===== src/rtl/coherence_bus_arbiter.sv =====
// Snoopy MSI bus controller: round-robin grant, one-cycle broadcast, snoop resolve, memory sequencing.
// Latency: bus_valid 1 cycle after grant, done 3+MEM_LATENCY cycles after grant (3 for invalidate); no backpressure, req held until done.
// Optional COH_BUS_STATS_EN adds saturating txn_count/abort_count outputs.
module coherence_bus_arbiter #(
    parameter int NUM_CACHES  = 2,
    parameter int ADDR_WIDTH  = 3,
    parameter int MEM_LATENCY = 2
) (
    input  logic                             clock,
    input  logic                             reset,
    input  logic [NUM_CACHES-1:0]            req,
    input  logic [2*NUM_CACHES-1:0]          req_op,
    input  logic [ADDR_WIDTH*NUM_CACHES-1:0] req_addr,
    input  logic [NUM_CACHES-1:0]            snoop_abort,
    output logic [NUM_CACHES-1:0]            grant,
    output logic [NUM_CACHES-1:0]            done,
    output logic                             bus_valid,
    output logic [1:0]                       bus_op,
    output logic [ADDR_WIDTH-1:0]            bus_addr,
    output logic [NUM_CACHES-1:0]            bus_src,
    output logic                             mem_en,
    output logic                             mem_we,
    output logic [ADDR_WIDTH-1:0]            mem_addr,
    output logic                             busy
`ifdef COH_BUS_STATS_EN
    ,
    output logic [15:0]                      txn_count,
    output logic [15:0]                      abort_count
`endif
);

    localparam int IW = (NUM_CACHES > 1) ? $clog2(NUM_CACHES) : 1;
    localparam int CW = (MEM_LATENCY > 1) ? $clog2(MEM_LATENCY) : 1;

    typedef enum logic [2:0] {S_IDLE, S_BCAST, S_SNOOP, S_MEM, S_WBACK, S_DONE} state_t;

    state_t                  r_state, w_state_nxt;
    logic [IW-1:0]           r_ptr, r_win;
    logic [CW-1:0]           r_cnt, w_cnt_nxt;
    logic                    w_any, w_hi_vld;
    logic [IW-1:0]           w_lo, w_hi, w_pick;
    logic [NUM_CACHES-1:0]   w_pick_oh;
    logic [1:0]              w_pick_op;
    logic [ADDR_WIDTH-1:0]   w_pick_addr;
    logic                    w_abort;
    logic [NUM_CACHES-1:0]   w_grant_nxt, w_done_nxt, w_bsrc_nxt;
    logic                    w_bvld_nxt, w_men_nxt, w_mwe_nxt;
    logic [1:0]              w_bop_nxt;
    logic [ADDR_WIDTH-1:0]   w_baddr_nxt, w_maddr_nxt;

    // Round-robin: lowest requester at/after the pointer, else lowest overall (wrap).
    always_comb begin
        w_any    = 1'b0;
        w_hi_vld = 1'b0;
        w_lo     = '0;
        w_hi     = '0;
        for (int j = NUM_CACHES - 1; j >= 0; j--) begin
            if (req[j]) begin
                w_any = 1'b1;
                w_lo  = IW'(j);
            end
            if (req[j] && (IW'(j) >= r_ptr)) begin
                w_hi_vld = 1'b1;
                w_hi     = IW'(j);
            end
        end
        w_pick      = w_hi_vld ? w_hi : w_lo;
        w_pick_oh   = '0;
        w_pick_op   = '0;
        w_pick_addr = '0;
        for (int j = 0; j < NUM_CACHES; j++) begin
            if (w_pick == IW'(j)) begin
                w_pick_oh[j] = 1'b1;
                w_pick_op    = req_op[2*j +: 2];
                w_pick_addr  = req_addr[ADDR_WIDTH*j +: ADDR_WIDTH];
            end
        end
    end

    assign w_abort = |(snoop_abort & ~bus_src);

    always_comb begin
        w_state_nxt = r_state;
        w_cnt_nxt   = r_cnt;
        w_grant_nxt = '0;
        w_done_nxt  = '0;
        w_bvld_nxt  = 1'b0;
        w_bop_nxt   = bus_op;
        w_baddr_nxt = bus_addr;
        w_bsrc_nxt  = bus_src;
        w_men_nxt   = 1'b0;
        w_mwe_nxt   = 1'b0;
        w_maddr_nxt = '0;
        case (r_state)
            S_IDLE: begin
                w_bop_nxt   = '0;
                w_baddr_nxt = '0;
                w_bsrc_nxt  = '0;
                if (w_any) begin
                    w_state_nxt = S_BCAST;
                    w_grant_nxt = w_pick_oh;
                    w_bvld_nxt  = 1'b1;
                    w_bop_nxt   = w_pick_op;
                    w_baddr_nxt = w_pick_addr;
                    w_bsrc_nxt  = w_pick_oh;
                end
            end
            S_BCAST: begin
                w_state_nxt = S_SNOOP;
                w_grant_nxt = bus_src;
            end
            S_SNOOP: begin
                w_grant_nxt = bus_src;
                w_cnt_nxt   = CW'(MEM_LATENCY - 1);
                w_maddr_nxt = bus_addr;
                if (bus_op == 2'b10) begin
                    w_state_nxt = S_DONE;
                    w_grant_nxt = '0;
                    w_done_nxt  = bus_src;
                    w_maddr_nxt = '0;
                end else if (bus_op == 2'b11) begin
                    w_state_nxt = S_MEM;
                    w_men_nxt   = 1'b1;
                    w_mwe_nxt   = 1'b1;
                end else if (w_abort) begin
                    w_state_nxt = S_WBACK;
                    w_men_nxt   = 1'b1;
                    w_mwe_nxt   = 1'b1;
                end else begin
                    w_state_nxt = S_MEM;
                    w_men_nxt   = 1'b1;
                end
            end
            S_MEM, S_WBACK: begin
                if (r_cnt == '0) begin
                    w_state_nxt = S_DONE;
                    w_done_nxt  = bus_src;
                end else begin
                    w_cnt_nxt   = r_cnt - CW'(1);
                    w_grant_nxt = bus_src;
                    w_men_nxt   = 1'b1;
                    w_mwe_nxt   = mem_we;
                    w_maddr_nxt = mem_addr;
                end
            end
            S_DONE: w_state_nxt = S_IDLE;
            default: w_state_nxt = S_IDLE;
        endcase
    end

    always_ff @(posedge clock) begin
        if (reset) begin
            r_state   <= S_IDLE;
            r_ptr     <= '0;
            r_win     <= '0;
            r_cnt     <= '0;
            grant     <= '0;
            done      <= '0;
            bus_valid <= 1'b0;
            bus_op    <= '0;
            bus_addr  <= '0;
            bus_src   <= '0;
            mem_en    <= 1'b0;
            mem_we    <= 1'b0;
            mem_addr  <= '0;
            busy      <= 1'b0;
        end else begin
            r_state   <= w_state_nxt;
            r_cnt     <= w_cnt_nxt;
            grant     <= w_grant_nxt;
            done      <= w_done_nxt;
            bus_valid <= w_bvld_nxt;
            bus_op    <= w_bop_nxt;
            bus_addr  <= w_baddr_nxt;
            bus_src   <= w_bsrc_nxt;
            mem_en    <= w_men_nxt;
            mem_we    <= w_mwe_nxt;
            mem_addr  <= w_maddr_nxt;
            busy      <= (w_state_nxt != S_IDLE);
            if (r_state == S_IDLE && w_any)
                r_win <= w_pick;
            if (r_state == S_DONE)
                r_ptr <= (r_win == IW'(NUM_CACHES - 1)) ? '0 : r_win + IW'(1);
        end
    end

`ifdef COH_BUS_STATS_EN
    always_ff @(posedge clock) begin
        if (reset) begin
            txn_count   <= '0;
            abort_count <= '0;
        end else begin
            if (r_state == S_DONE && txn_count != 16'hFFFF)
                txn_count <= txn_count + 16'd1;
            if (r_state == S_SNOOP && w_state_nxt == S_WBACK && abort_count != 16'hFFFF)
                abort_count <= abort_count + 16'd1;
        end
    end
`endif

endmodule


===== config.mk =====
export PLATFORM = sky130hd
export DESIGN_NAME = coherence_bus_arbiter
export DESIGN_NICKNAME = d
export VERILOG_FILES = /design/src/rtl/coherence_bus_arbiter.sv
export SDC_FILE = /design/constraint.sdc
export NUM_CORES = 1
export LEC_CHECK = 0
export CAP_MARGIN = 20
export CORE_UTILIZATION = 40
export CTS_CLUSTER_DIAMETER = 150
export DETAILED_ROUTE_END_ITERATION = 7
export HOLD_SLACK_MARGIN = 0.05
export PLACE_DENSITY = 0.7
export SYNTH_ARGS = -nofsm -noshare
export SYNTH_HDL_FRONTEND = slang
export SYNTH_SLANG_ARGS = --single-unit

===== constraint.sdc =====
create_clock -name clock -period 1.6 [get_ports clock]
set_input_delay 0.4 -clock clock [delete_from_list [all_inputs] [get_ports clock]]
set_output_delay 0.4 -clock clock [all_outputs]
set_load 0.02 [all_outputs]

==> results by group <==
Die
  – Site Rows: 18
  – Die Area: around 0.0029 mm2
  – Io pins: 34
  – Core Box Area: 0.00252 mm2
  – Die W: 54.0 um
  – Starting Density: 43.0%
  – Chip height: 54.0 um

Power and ir drop
  – Leakage power: about 0.74 nW
  – PD cells: 991 mW/mm2
  – Overall Power: about 1.5 mW
  – Peak supply drop: between 500 and 600 uV

Final layout
  – Commonest non-fill, non-tap cell in the layout: dfxtp_1
  – Fin area: between 0.0015 and 0.002 mm2
  – Final Non-Filler Cells: 210
  – Layout overhead on the synthesized area: 44.2%
  – Antenna diodes: 0
  – Fin nets: slightly below 200
  – Most frequent cells in the layout: dfxtp_1, buf_4, dlygate4sd2_1
  – Util after Layout: between 60% and 70%
  – Share of cells above drive strength 1: around an eighth

STA
  – Final Max Slew Viols: 0
  – Final period utilization: a little over nine tenths
  – Min cycle time layout: 1.52 ns
  – Highest Clock Rate: approximately 660 MHz
  – Final Skew: 0.0107 ns
  – Slew headroom: approximately three quarters
  – Final setup fails: 0
  – Setup TNS Final: 0 ns
  – Setup WS post-layout: around 0.08 ns
  – Final hold vios: 0
  – Hold slack: between 0.4 and 0.5 ns
  – Slew at the pin closest to its max-slew limit: roughly 0.4 ns
  – RSZ-0062 raised after global routing: false

Drt
  – Routed wire length per instance: roughly 13 um
  – Via count: between 1000 and 1500
  – Drt drc: 0
  – Number of vias per cell: 5.15
  – Routed wire length: between 2000 and 3000 um
  – Post-DRT Antenna Nets: 0
  – DR iter-0 viols: 25
  – Drt first pass iters: 4

Synth
  – Adder-cell share of the synthesized area: 0%
  – Syn_nets: 147
  – Simple-gate share of the synthesized area: a little over a quarter
  – Mux share of post-synthesis cell area: about 5.5%
  – Seq/Total Area, Yosys: approximately 44%
  – Main combinational cell family by area after synthesis: simple AND/OR/NAND/NOR gates
  – Synth Warn #: 0
  – Compound-Gate Fraction of Synth Area: roughly 18%
  – Mean Syn Cell Area: ~8.3 um2
  – Synth unique cells: 32
  – XOR/XNOR Fraction of Synth Area: 0%
  – Mapped Cells: roughly 130
  – FF+latch count, synth: 24
  – Mapped Area: around 0.0011 mm2

CTS
  – CTS hold repair buffers: 0
  – Clk sinks: 24
  – CTS tree: yes
  – Clock-pin slew on the worst setup and hold paths: 0.13 ns
  – Clock tree buffer depth: 2
  – CTS Buf Count: 3
  – Clock Tree Root: clkbuf_4
  – Clock Latency Late Sink: about 0.30 ns
  – H-tree lvl count: 1

Placement
  – Place WS: -0.130 ns
  – Dpl hpwl: 2220 um
  – PortBufs: 33
  – Placed Instances: ~210
  – Area post-placement: ~0.0016 mm2
  – Gpl congestion: between 0.8 and 0.9

Worst hold path
  – Hold Crit Class: register to register
  – Hold path startpoint: r_win

Global route
  – Largest net degree at the start of global routing: 13
  – Vias in the first global route: roughly 1000
  – Overall Global Routing Usage: approximately a fifth
  – Global-route wire length before repair: around 4400 um
  – Initial antenna violation count: 0
  – Total gr overflow: 0

Critical path
  – R2R Path Start: r_state[2]
  – Largest fanout on the critical path: 6
  – Crit path from: r_state[2]
  – CP Data Required Time: 1.79 ns
  – Startpoint types: register
  – Setup CP Type: register to register
  – Worst Setup End Kind: register
  – Worst EP arrival: 1.71 ns

Run
  – # Max-Cap Violations: 0

Run status
  – Status: finished, final reports clean
==> Yosys cell counts, drive strengths merged <==
master / number / share of area (%)
dfxtp: 24 / 44
nor2: 17 / 5.9
nand2: 13 / 4.5
nor3: 10 / 4.6
inv: 8 / 2.8
a21oi: 6 / 2.8
mux2i: 6 / 5.5
nor2b: 6 / 3.5
o21ai: 6 / 2.8
clkbuf: 4 / 1.4
nand2b: 4 / 2.3
a21boi: 3 / 2.1
a21o: 2 / 1.4
a221oi: 2 / 1.6
a31oi: 2 / 1.2
buf: 2 / 1.5
nand3b: 2 / 1.4
or3: 2 / 1.2
a211oi: 1 / 1.2
a21bo: 1 / 0.92
a22oi: 1 / 0.69
and2: 1 / 0.58
nand3: 1 / 0.46
nor3b: 1 / 0.69
o21a: 1 / 0.69
o21bai: 1 / 0.69
o221ai: 1 / 0.81
o22a: 1 / 0.81
o311ai: 1 / 0.81
or3b: 1 / 1.0
==> per-layer routing <==
metal	vias up	GRT usage, %	share of wire, %
met5	-	0	0
met4	0	6.41	0.56
met3	2	2.54	2.8
met2	24	38.1	50
met1	508	25.0	47
li1	547	-	-
==> area by class of cell <==
cell class | instances | area [um2]
fill | 251 | 960
tap | 30 | 37.5
sequential | 24 | 480
inverter | 8 | 30.0
timing repair buffer | 52 | 450
clock buffer | 3 | 22.5
multi-input combinational | 93 | 542
==> critical path, cell delays in order (launching register included) <==
cell	delay [ns]
dfxtp_1	0.43
or3b_4	0.43
a21bo_1	0.19
buf_4	0.16
mux2i_1	0.14
nor2_1	0.05
==> final timing paths <==
| path | endpoint | slack (ns) | cells after the start |
|---|---|---|---|
| worst min register to register | r_win | 0.47 | 2 |
| worst max register to register | mem_addr[0] | 0.08 | 5 |
| worst min-delay path | r_win | 0.47 | 2 |
| worst max-delay path | mem_addr[0] | 0.08 | 5 |
==> report_power, final <==
group	total [mW]	internal, mW	switching, mW
registers	0.716	0.669	0.0469
logic	0.584	0.278	0.306
clock network	0.249	0.0876	0.162
total	1.55	1.04	0.514
==> sequential cells by signal, indices dropped and copies added (netlist names), 2 cells and up <==
register,count
bus_addr,3
grant,2
bus_op,2
mem_addr,3
bus_src,2
r_state,3
done,2
==> cells by family after synthesis <==
family / after synthesis
buffers and inverters: 14
and+or+nand+nor: 58
DFF: 24
AOI/OAI and AO/OA: 29
muxes: 6
==> timing repair <==
action	in CTS	in global routing
gates resized for setup	18	1
buffers inserted	0	0
setup endpoints to repair	18	1
Power figures use the tool's default switching activity.
